$ cat src/rtl/multi_bank_cmd_scheduler.sv
`default_nettype none
// ============================================================================
// Module   : multi_bank_cmd_scheduler
// Desc     : Arbitrates NUM_BANKS bank FSMs into one DRAM command per cycle.
//            Optional macro SCH_AGE_PROMOTE_EN adds age-based promotion.
// Revision : 1.0
// ============================================================================
module multi_bank_cmd_scheduler #(
    parameter int NUM_BANKS    = 8,
    parameter int ADDR_BITS    = 14,
    parameter int BA_BITS      = 3,
    parameter int STATE_W      = 4,
    parameter int RW_BURST_MAX = 4,
    parameter int ACT_WINDOW   = 16,
    parameter int ACT_MAX      = 4,
    parameter int AGE_LIMIT    = 32
) (
    input  logic                             clk,
    input  logic                             rst_n,
    input  logic                             isu_fifo_full,
    input  logic [NUM_BANKS*STATE_W-1:0]     ba_state,
    input  logic [NUM_BANKS*ADDR_BITS-1:0]   ba_addr,
    output logic [NUM_BANKS-1:0]             ba_stall,
    output logic [NUM_BANKS-1:0]             ba_grant,
    output logic [3+ADDR_BITS+BA_BITS-1:0]   sch_out,
    output logic                             sch_issue
);

    localparam logic [STATE_W-1:0] c_B_REFRESH_CHECK = STATE_W'(1);
    localparam logic [STATE_W-1:0] c_B_PRE           = STATE_W'(2);
    localparam logic [STATE_W-1:0] c_B_ACTIVE        = STATE_W'(3);
    localparam logic [STATE_W-1:0] c_B_READ          = STATE_W'(4);
    localparam logic [STATE_W-1:0] c_B_READA         = STATE_W'(5);
    localparam logic [STATE_W-1:0] c_B_WRITE         = STATE_W'(6);
    localparam logic [STATE_W-1:0] c_B_WRITEA        = STATE_W'(7);

    localparam logic [2:0] c_ATCMD_NOP       = 3'd0;
    localparam logic [2:0] c_ATCMD_ACTIVE    = 3'd1;
    localparam logic [2:0] c_ATCMD_READ      = 3'd2;
    localparam logic [2:0] c_ATCMD_RDA       = 3'd3;
    localparam logic [2:0] c_ATCMD_WRITE     = 3'd4;
    localparam logic [2:0] c_ATCMD_WRA       = 3'd5;
    localparam logic [2:0] c_ATCMD_PRECHARGE = 3'd6;
    localparam logic [2:0] c_ATCMD_REFRESH   = 3'd7;

    localparam int                 c_BURST_W   = $clog2(RW_BURST_MAX + 1);
    localparam logic [c_BURST_W-1:0] c_BURST_MAX = c_BURST_W'(RW_BURST_MAX);
    localparam logic [BA_BITS-1:0] c_LAST_BANK = BA_BITS'(NUM_BANKS - 1);
    localparam int                 c_OUT_W     = 3 + ADDR_BITS + BA_BITS;

    typedef enum logic [0:0] {
        DIR_WRITE = 1'b0,
        DIR_READ  = 1'b1
    } dir_t;

    dir_t                    dir_q, dir_d;
    logic [c_BURST_W-1:0]    burst_q, burst_d;
    logic [BA_BITS-1:0]      rr_q, rr_d;
    logic [ACT_WINDOW-1:0]   act_win_q, act_win_d;
    logic [c_OUT_W-1:0]      sch_out_q, sch_out_d;
    logic                    sch_issue_q, sch_issue_d;

    logic [NUM_BANKS-1:0]    w_ref, w_pre, w_rd, w_wr, w_act, w_act_ok;
    logic [NUM_BANKS-1:0]    w_cur, w_opp;
    logic                    w_act_blocked, w_turn;
    logic [BA_BITS:0]        w_pk_ref, w_pk_pre, w_pk_cur, w_pk_opp, w_pk_act;
    logic                    w_found;
    logic [BA_BITS-1:0]      w_sel;
    logic [STATE_W-1:0]      w_sel_st;
    logic                    w_sel_rd, w_sel_wr, w_sel_act;
    logic [NUM_BANKS-1:0]    w_grant;

    // {found, index}: first set bit of vec scanning upward from ptr with wrap.
    function automatic logic [BA_BITS:0] rr_pick(input logic [NUM_BANKS-1:0] vec,
                                                 input logic [BA_BITS-1:0]   ptr);
        logic               found;
        logic [BA_BITS-1:0] sel;
        int                 idx;
        found = 1'b0;
        sel   = '0;
        for (int k = 0; k < NUM_BANKS; k++) begin
            idx = int'(ptr) + k;
            if (idx >= NUM_BANKS) idx = idx - NUM_BANKS;
            if (!found && vec[idx]) begin
                found = 1'b1;
                sel   = idx[BA_BITS-1:0];
            end
        end
        return {found, sel};
    endfunction

    function automatic logic [2:0] cmd_of(input logic [STATE_W-1:0] st);
        logic [2:0] cmd;
        cmd = c_ATCMD_NOP;
        case (st)
            c_B_REFRESH_CHECK: cmd = c_ATCMD_REFRESH;
            c_B_PRE:           cmd = c_ATCMD_PRECHARGE;
            c_B_ACTIVE:        cmd = c_ATCMD_ACTIVE;
            c_B_READ:          cmd = c_ATCMD_READ;
            c_B_READA:         cmd = c_ATCMD_RDA;
            c_B_WRITE:         cmd = c_ATCMD_WRITE;
            c_B_WRITEA:        cmd = c_ATCMD_WRA;
            default:           cmd = c_ATCMD_NOP;
        endcase
        return cmd;
    endfunction

    for (genvar gi = 0; gi < NUM_BANKS; gi++) begin : g_decode
        logic [STATE_W-1:0] w_st;
        assign w_st      = ba_state[gi*STATE_W +: STATE_W];
        assign w_ref[gi] = (w_st == c_B_REFRESH_CHECK);
        assign w_pre[gi] = (w_st == c_B_PRE);
        assign w_act[gi] = (w_st == c_B_ACTIVE);
        assign w_rd[gi]  = (w_st == c_B_READ)  || (w_st == c_B_READA);
        assign w_wr[gi]  = (w_st == c_B_WRITE) || (w_st == c_B_WRITEA);
    end

    // The oldest slot leaves the window this cycle, so it no longer counts.
    assign w_act_blocked = ($countones(act_win_q) - int'(act_win_q[ACT_WINDOW-1])) >= ACT_MAX;
    assign w_act_ok      = w_act & {NUM_BANKS{~w_act_blocked}};
    assign w_cur         = (dir_q == DIR_WRITE) ? w_wr : w_rd;
    assign w_opp         = (dir_q == DIR_WRITE) ? w_rd : w_wr;
    assign w_turn        = (burst_q == c_BURST_MAX) && (|w_opp);

    assign w_pk_ref = rr_pick(w_ref,    rr_q);
    assign w_pk_pre = rr_pick(w_pre,    rr_q);
    assign w_pk_cur = rr_pick(w_cur,    rr_q);
    assign w_pk_opp = rr_pick(w_opp,    rr_q);
    assign w_pk_act = rr_pick(w_act_ok, rr_q);

`ifdef SCH_AGE_PROMOTE_EN
    logic [7:0]           age_q [NUM_BANKS];
    logic [7:0]           age_d [NUM_BANKS];
    logic [NUM_BANKS-1:0] w_req_any, w_elig;
    logic                 w_age_found;
    logic [BA_BITS-1:0]   w_age_sel;
    logic [7:0]           w_age_best;

    assign w_req_any = w_ref | w_pre | w_rd | w_wr | w_act;
    assign w_elig    = w_ref | w_pre | w_rd | w_wr | w_act_ok;

    always_comb begin
        w_age_found = 1'b0;
        w_age_sel   = '0;
        w_age_best  = '0;
        for (int i = 0; i < NUM_BANKS; i++) begin
            if (w_elig[i] && (int'(age_q[i]) >= AGE_LIMIT) &&
                (!w_age_found || (age_q[i] > w_age_best))) begin
                w_age_found = 1'b1;
                w_age_sel   = BA_BITS'(i);
                w_age_best  = age_q[i];
            end
        end
    end

    always_comb begin
        for (int i = 0; i < NUM_BANKS; i++) begin
            age_d[i] = age_q[i];
            if (!w_req_any[i] || w_grant[i]) begin
                age_d[i] = '0;
            end else if (age_q[i] != 8'hFF) begin
                age_d[i] = age_q[i] + 8'd1;
            end
        end
    end

    always_ff @(posedge clk or negedge rst_n) begin
        if (!rst_n) begin
            for (int i = 0; i < NUM_BANKS; i++) age_q[i] <= '0;
        end else begin
            for (int i = 0; i < NUM_BANKS; i++) age_q[i] <= age_d[i];
        end
    end
`endif

    // Class ladder; a pending direction turn lifts the opposite column class.
    always_comb begin
        w_found = 1'b0;
        w_sel   = '0;
        if (rst_n && !isu_fifo_full) begin
`ifdef SCH_AGE_PROMOTE_EN
            if (w_age_found) begin
                w_found = 1'b1;
                w_sel   = w_age_sel;
            end else
`endif
            if (w_pk_ref[BA_BITS]) begin
                w_found = 1'b1;
                w_sel   = w_pk_ref[BA_BITS-1:0];
            end else if (w_pk_pre[BA_BITS]) begin
                w_found = 1'b1;
                w_sel   = w_pk_pre[BA_BITS-1:0];
            end else if (w_turn) begin
                w_found = 1'b1;
                w_sel   = w_pk_opp[BA_BITS-1:0];
            end else if (w_pk_cur[BA_BITS]) begin
                w_found = 1'b1;
                w_sel   = w_pk_cur[BA_BITS-1:0];
            end else if (w_pk_act[BA_BITS]) begin
                w_found = 1'b1;
                w_sel   = w_pk_act[BA_BITS-1:0];
            end else if (w_pk_opp[BA_BITS]) begin
                w_found = 1'b1;
                w_sel   = w_pk_opp[BA_BITS-1:0];
            end
        end
    end

    always_comb begin
        w_grant = '0;
        if (w_found) w_grant[w_sel] = 1'b1;
    end

    assign w_sel_st  = ba_state[int'(w_sel)*STATE_W +: STATE_W];
    assign w_sel_rd  = (w_sel_st == c_B_READ)  || (w_sel_st == c_B_READA);
    assign w_sel_wr  = (w_sel_st == c_B_WRITE) || (w_sel_st == c_B_WRITEA);
    assign w_sel_act = (w_sel_st == c_B_ACTIVE);

    always_comb begin
        dir_d       = dir_q;
        burst_d     = burst_q;
        rr_d        = rr_q;
        act_win_d   = {act_win_q[ACT_WINDOW-2:0], w_found && w_sel_act};
        sch_out_d   = sch_out_q;
        sch_issue_d = w_found;
        if (w_found) begin
            rr_d      = (w_sel == c_LAST_BANK) ? '0 : w_sel + 1'b1;
            sch_out_d = {cmd_of(w_sel_st), ba_addr[int'(w_sel)*ADDR_BITS +: ADDR_BITS], w_sel};
            if (w_sel_rd || w_sel_wr) begin
                if ((dir_q == DIR_READ) == w_sel_rd) begin
                    if (burst_q != c_BURST_MAX) burst_d = burst_q + 1'b1;
                end else begin
                    dir_d   = w_sel_rd ? DIR_READ : DIR_WRITE;
                    burst_d = c_BURST_W'(1);
                end
            end
        end
    end

    always_ff @(posedge clk or negedge rst_n) begin
        if (!rst_n) begin
            dir_q       <= DIR_WRITE;
            burst_q     <= '0;
            rr_q        <= '0;
            act_win_q   <= '0;
            sch_out_q   <= '0;
            sch_issue_q <= 1'b0;
        end else begin
            dir_q       <= dir_d;
            burst_q     <= burst_d;
            rr_q        <= rr_d;
            act_win_q   <= act_win_d;
            sch_out_q   <= sch_out_d;
            sch_issue_q <= sch_issue_d;
        end
    end

    assign ba_grant  = w_grant;
    assign ba_stall  = ~w_grant;
    assign sch_out   = sch_out_q;
    assign sch_issue = sch_issue_q;

endmodule
`default_nettype wire

$ cat config.mk
export PLATFORM = sky130hd
export DESIGN_NAME = multi_bank_cmd_scheduler
export DESIGN_NICKNAME = d
export VERILOG_FILES = /design/src/rtl/multi_bank_cmd_scheduler.sv
export SDC_FILE = /design/constraint.sdc
export NUM_CORES = 1
export LEC_CHECK = 0
export ABC_CLOCK_PERIOD_IN_PS = 14700
export BUFFER_PORTS_ARGS = -buffer_cell sky130_fd_sc_hd__buf_4
export CAP_MARGIN = 30
export CORE_ASPECT_RATIO = 1.5
export CORE_MARGIN = 2
export CORE_UTILIZATION = 25
export CTS_BUF_LIST = sky130_fd_sc_hd__clkbuf_8 sky130_fd_sc_hd__clkbuf_16
export DETAILED_ROUTE_END_ITERATION = 10
export PLACE_DENSITY_LB_ADDON = 0.08
export SLEW_MARGIN = 40
export SYNTH_ARGS = -nofsm -noshare
export SYNTH_HDL_FRONTEND = slang
export SYNTH_SLANG_ARGS = --single-unit
$ cat constraint.sdc
create_clock -name clk -period 14.7 [get_ports clk]
set_input_delay 1.47 -clock clk [delete_from_list [all_inputs] [get_ports clk]]
set_output_delay 1.47 -clock clk [all_outputs]
set_load 0.1 [all_outputs]
Yosys cells after proc, flatten, opt, wreduce, memory -nomap -nowiden
Cells that the tools add are included.
{"block": "word_totals", "regBits": 44, "input_bits": 147, "output_inout_bits": 37, "word_cells": 462}
{"block": "op_classes", "addsub": 33, "multipliers": 1, "magnitude_cmp": 19, "n_eq_ne": 68, "shift": 2, "muxes": 232, "bitwise_logic": 4, "reduce_logical": 97}
{"cell": "$lt A32 B5 Y1 const B", "n": 8}
{"cell": "$mux W32", "n": 8}
{"cell": "$mux W3", "n": 50}
{"cell": "$eq A4 B3 Y1 const B", "n": 36}
{"cell": "$mux W1", "n": 129}
{"cell": "$bmux W1 S3", "n": 40}
{"cell": "$shiftx A112 B8 Y14", "n": 1}
{"cell": "$eq A4 B2 Y1 const B", "n": 18}
{"cell": "$logic_and A1 B1 Y1", "n": 39}
{"cell": "$eq A4 B1 Y1 const B", "n": 9}
{"cell": "$logic_not A1 Y1", "n": 36}
{"cell": "$sub A4 B4 Y5 const B", "n": 7}
{"cell": "$shiftx A32 B6 Y4", "n": 1}
{"cell": "$ge A4 B4 Y1 const B", "n": 7}
{"cell": "$mux W8", "n": 3}
{"cell": "$pmux W3 S7", "n": 1}
{"cell": "$logic_or A1 B1 Y1", "n": 19}
{"cell": "$add A1 B1 Y2", "n": 8}
{"cell": "$add A3 B3 Y4 const B", "n": 4}
{"cell": "$add A2 B2 Y3", "n": 4}
{"cell": "$add A3 B2 Y4 const B", "n": 2}
{"cell": "$add A3 B3 Y4", "n": 2}
{"cell": "$and A8 B8 Y8", "n": 1}
{"cell": "$not A8 Y8", "n": 1}
{"cell": "18 further kinds", "n": 22}

Longest topological paths before layout
{"block": "depth", "depth_word": 45, "ltp_mapped": 30, "depth_no_buf": 25}

Least setup slack after synthesis
OpenSTA, ideal clock, no wires.
{"block": "synth_timing", "path_type": "reg-to-output", "startpoint": "register act_win_q[9]", "endpoint": "output port ba_grant[2]", "arrival_time_ps": 7844, "required_ps": 13230, "slack_ps": 5386, "stages_incl_launch_ff": 23, "path_buffers": 2, "path_cell_list": "dfrtp_1 -> fa_1 -> inv_1 -> fa_1 -> fa_1 -> fa_1 -> fa_1 -> inv_1 -> ha_1 -> fa_1 -> o2111ai_1 -> a21boi_0 -> or4b_2 -> nor2_1 -> o21bai_1 -> o21ai_0 -> nand2b_1 -> a311oi_2 -> and2_1 -> clkbuf_1 -> buf_2 -> nand3_1 -> inv_1"}
{"block": "synth_between", "elab_chain_len": 44}
{"element": "start: declaration", "line": "59", "text": "logic [ACT_WINDOW-1:0] act_win_q, act_win_d;"}
{"element": "start signal: assignment", "line": "252", "text": "act_win_q <= act_win_d;"}
{"element": "$add A1 B1 Y2 (implied by the code) (*)", "line": "119", "text": "assign w_act_blocked = ($countones(act_win_q) - int'(act_win_q[ACT_WINDOW-1])) >= ACT_MAX;"}
{"element": "$add A2 B2 Y3 (implied by the code) (*)", "line": "119"}
{"element": "$add A3 B3 Y4 (implied by the code) (*)", "line": "119"}
{"element": "$add A4 B4 Y5 (implied by the code) (*)", "line": "119"}
{"element": "$sub A5 B1 Y6 (*)", "line": "119"}
{"element": "$ge A6 B4 Y1 (*)", "line": "119"}
{"element": "$not A1 Y1 (*)", "line": "120", "text": "assign w_act_ok = w_act & {NUM_BANKS{~w_act_blocked}};"}
{"element": "$and A8 B8 Y8 (*)", "line": "120"}
{"element": "[28 not listed]"}
{"element": "$mux W3", "line": "190", "text": "end else if (w_pk_pre[BA_BITS]) begin"}
{"element": "$mux W3", "line": "187", "text": "if (w_pk_ref[BA_BITS]) begin"}
{"element": "$mux W3", "line": "180", "text": "if (rst_n && !isu_fifo_full) begin"}
{"element": "$lt A3 B4 Y1 (implied by the code) / $ge A3 B1 Y1 (equally long branches)", "line": "211", "text": "if (w_found) w_grant[w_sel] = 1'b1;"}
{"element": "$logic_and A1 B1 Y1 (implied by the code)", "line": "211"}
{"element": "$mux W1 (implied by the code)", "line": "211"}
{"element": "$demux W1 S3", "line": "211"}
{"element": "$mux W8 (*)", "line": "211"}
{"element": "end: declaration", "line": "24", "text": "output logic [NUM_BANKS-1:0] ba_grant,"}
Mark *: on every way between the ends. The rest lies on a longest branch, timed or not. The select of a mux whose other input is x is not followed.

Final worst setup path
{"block": "layout_timing", "startpoint": "register act_win_q[9]", "endpoint": "output port ba_grant[6]"}
Same word-level chain as after synthesis.

==> Implementation_results.wiki <==
{| class="wikitable"
! Metric !! Value
|-
| Max Root-Sink Buffers || 2
|-
| Part of the cycle the worst path needs || 63.4%
|-
| Clock-pin transition on the worst setup and hold timing paths || 0.06 ns
|-
| Critical path startpoint category || flop
|-
| Power Density || 246 nW/um2
|-
| Detail-routed via count per cell || 5.93
|-
| CTS hold repair buffers || 0
|-
| Fin nets || 1399
|-
| Post-route DRC violation count || 0
|-
| Unrepaired setup endpoints after global routing || false
|-
| Share of layout cells above drive strength 1 || 28.8%
|-
| Dominant cells by area after synthesis || mux4_2, dfrtp_1, mux2i_1
|-
| Area added between synthesis and finish || 21.3%
|-
| Global routing usage summed across all routing layers || 23.6%
|-
| Category of the critical setup timing path || reg2out
|-
| Leakage component of the power || 4.45 nW
|-
| Post-layout power || roughly 0.0028 W
|-
| Routed wire length || 46.0 mm
|-
| Global-route congestion overflow total || 0
|-
| Post-synthesis sequential area ratio || between 10% and 20%
|-
| Commonest register cell after synthesis || dfrtp_1
|-
| Starting density of the core || 25.2%
|-
| Hpwl dp || around 36 mm
|-
| Post-synth EDFFs || 0
|-
| Yosys warning count || 0
|-
| Drt first-iter violations || approximately 790
|-
| IO Port Bufs || 183
|-
| Hold Fails Final Rpt || 0
|-
| Area fraction of the dominant cell type after synthesis || 14.4%
|-
| Maximum achievable frequency || about 0.11 GHz
|-
| Slew Limit Fails || 0
|-
| Antenna violations before repair || 1
|-
| Total Negative Setup Slacks || 0 ns
|-
| Netlist cell types || approximately 110
|-
| Wire length of the first global-routing pass || just under 70 mm
|-
| Worst-skew pair later-pin latency || 0.29 ns
|-
| Actual transition at the worst max-transition pin || between 0.8 and 0.9 ns
|-
| Post-synthesis register bit count || 44
|-
| Most common cell after layout, fill and taps aside || buf_4
|-
| Number of buffers added by the clock tree synthesis step || 5
|-
| Synth Area per Inst || 8.32 um2
|-
| Residual antenna-violating net count after detailed routing || 0
|-
| Core area || 36600 um2
|-
| Crit-path most repeated cell || fa_1
|-
| Worst endpoint required time || roughly 13 ns
|-
| Endpoint kind of the worst setup timing path || primary output
|-
| Hold Path Class || reg2reg
|-
| Max-capacitance violation count || 0
|-
| Arrival time at the worst endpoint || 7.85 ns
|-
| Vias in the first global route || 10684
|-
| I/O pin total || 184
|-
| Die Outline Area || 38500 um2
|-
| Post-synthesis compound-gate area fraction || 25.2%
|-
| Cells along the critical path || fa_1 -> inv_1 -> fa_1 -> fa_1 -> fa_1 -> fa_1 -> inv_1 -> ha_1 -> fa_1 -> o2111ai_1 -> a21boi_0 -> or4b_2 -> nor2_1 -> o21bai_1 -> o311a_1 -> o221a_1 -> o2111a_1 -> nand2_1 -> or3_1 -> inv_1 -> buf_4
|-
| Pin count of the biggest net entering global routing || 54
|-
| Total via count in the routed design || 10156
|-
| Worst relative slew slack || 41.2%
|-
| Number of nets produced by synthesis || 1281
|-
| Period minus WS final || 9.32 ns
|-
| Setup violations, final || 0
|-
| Adder-cell share of the synthesized area || 4.42%
|-
| Critical path's largest stage delay || 0.67 ns
|-
| Routed wire per std cell || 26.8 um
|-
| Post-Synth Simple-Gate Area || 26.5%
|-
| Cells after Synth || 1108
|-
| Library cell with the largest summed area after synthesis || mux4_2
|-
| CP max-delay cell || or4b_2
|-
| Run status || finished, final reports clean
|-
| Root Buffer Master || clkbuf_16
|-
| Routability cong. || around 0.98
|-
| Leading cell types in the layout, fill and taps excluded || buf_4, nor2_1, nand2_1
|-
| Core Rows || 86
|-
| Maximum fanout encountered on the critical timing path || 13
|-
| Post-CTS setup buffer count || 0
|-
| Async SR Flop Fraction || 100%
|-
| Setup Skew || 0.00701 ns
|-
| PostCTS Resize Cnt || 0
|-
| Sink count of the clock tree || 44
|-
| Post-Syn Area || 9220 um2
|-
| Worst-case vdd ir drop || 0.000110 V
|-
| Largest family of logic cells by synthesized area || simple AND/OR/NAND/NOR gates
|-
| XOR/XNOR share of the synthesized area || 2.75%
|-
| Share of cell area taken by muxes after synthesis || 22.7%
|-
| Maximum level of the CTS H-tree || 2
|-
| First drt pass iteration count || 5
|-
| Die extent in x || between 150 and 200 um
|-
| Chip height || 239 um
|-
| TritonCTS clock tree || done
|}
## power breakdown
| part | leakage [nW] | switching (W) | total [W] | internal (W) |
|---|---|---|---|---|
| registers | 0.545 | 0.0000583 | 0.000224 | 0.000166 |
| clock network | 0.0804 | 0.0000513 | 0.000132 | 0.0000808 |
| logic | 3.83 | 0.00160 | 0.00240 | 0.000795 |
## cells in the mapped netlist (12+ instances only)
cell	count
buf_2	36
nand2b_1	27
inv_1	42
or4b_2	12
nor2_1	101
nor4b_1	12
o211ai_1	12
buf_1	14
nand2_1	94
nor2b_1	17
nand3_1	27
clkbuf_1	35
nor3_1	36
mux2i_1	56
and2_1	14
ha_1	15
a211oi_1	17
o22ai_1	38
mux4_2	59
o21ai_0	47
dfrtp_1	44
a221oi_1	24
a21oi_1	43
mux2_2	16
## final timing paths
kind                               from             to  slack [ns]  cells past startpoint
max                        act_win_q[9]    ba_grant[6]        5.38                     21
min                        act_win_q[3]   act_win_q[4]        0.37                      0
max reg2reg                act_win_q[9]     burst_q[0]        6.58                     24
min reg2reg                act_win_q[3]   act_win_q[4]        0.37                      0
max in group asynchronous         rst_n        rr_q[0]       13.02                      1
min in group asynchronous         rst_n  act_win_q[13]        1.19                      1
## logic make-up after synthesis
group,Yosys count
buf+inv,138
simple gates,430
compound gates,315
fa+ha+maj,26
xor+xnor,23
flops,44
mux,132
## area by class of cell
cell class / count / area, um2
tap: 484 / 606
multi-input combinational: 926 / 7600
clock inverter: 3 / 46.3
antenna: 1 / 2.50
inverter: 45 / 174
sequential: 44 / 1100
timing repair buffer: 204 / 1530
fill: 3973 / 25400
clock buffer: 5 / 125
## sequential cells by signal, summed over array words and instances (netlist names)
signal and count:
burst_q 3, dir_q 1, act_win_q 16, sch_issue 1, rr_q 3, sch_out 20
## stage by stage
| stage | instance area, um2 | instances | setup slack [ns] | utilization [%] | hold slack, ns |
|---|---|---|---|---|---|
| 2_1_floorplan | 9220 | 1108 | 5.39 | - | 0.354 |
| 3_3_place_gp | 11000 | 1703 | 5.79 | 30.0 | 0.359 |
| 3_5_place_dp | 11000 | 1703 | 5.64 | 30.1 | 0.360 |
| 4_1_cts | 11200 | 1711 | 5.32 | 30.5 | 0.376 |
| 5_1_grt | 11200 | 1711 | 5.05 | 30.6 | 0.399 |
| 6_report | 11200 | 1712 | 5.38 | 30.6 | 0.374 |
## layer usage
layer | up-vias | share of wire (%) | track usage, %
li1 | 4556 | - | -
met1 | 4954 | 36 | 25.5
met2 | 495 | 51 | 43.7
met3 | 149 | 5.7 | 3.06
met4 | 2 | 6.9 | 14.0
met5 | - | 0.033 | 0
## critical path, delay by kind of cell, from the launching register on
| family | cells | cell delay [ns] |
|---|---|---|
| AO/OA/AOI/OAI | 6 | 1.62 |
| adder cells (fa/ha/maj) | 7 | 3.03 |
| buffers and inverters | 4 | 0.44 |
| flip-flops | 1 | 0.40 |
| AND/OR/NAND/NOR | 4 | 2.05 |
(Power assumes the default switching activity.)
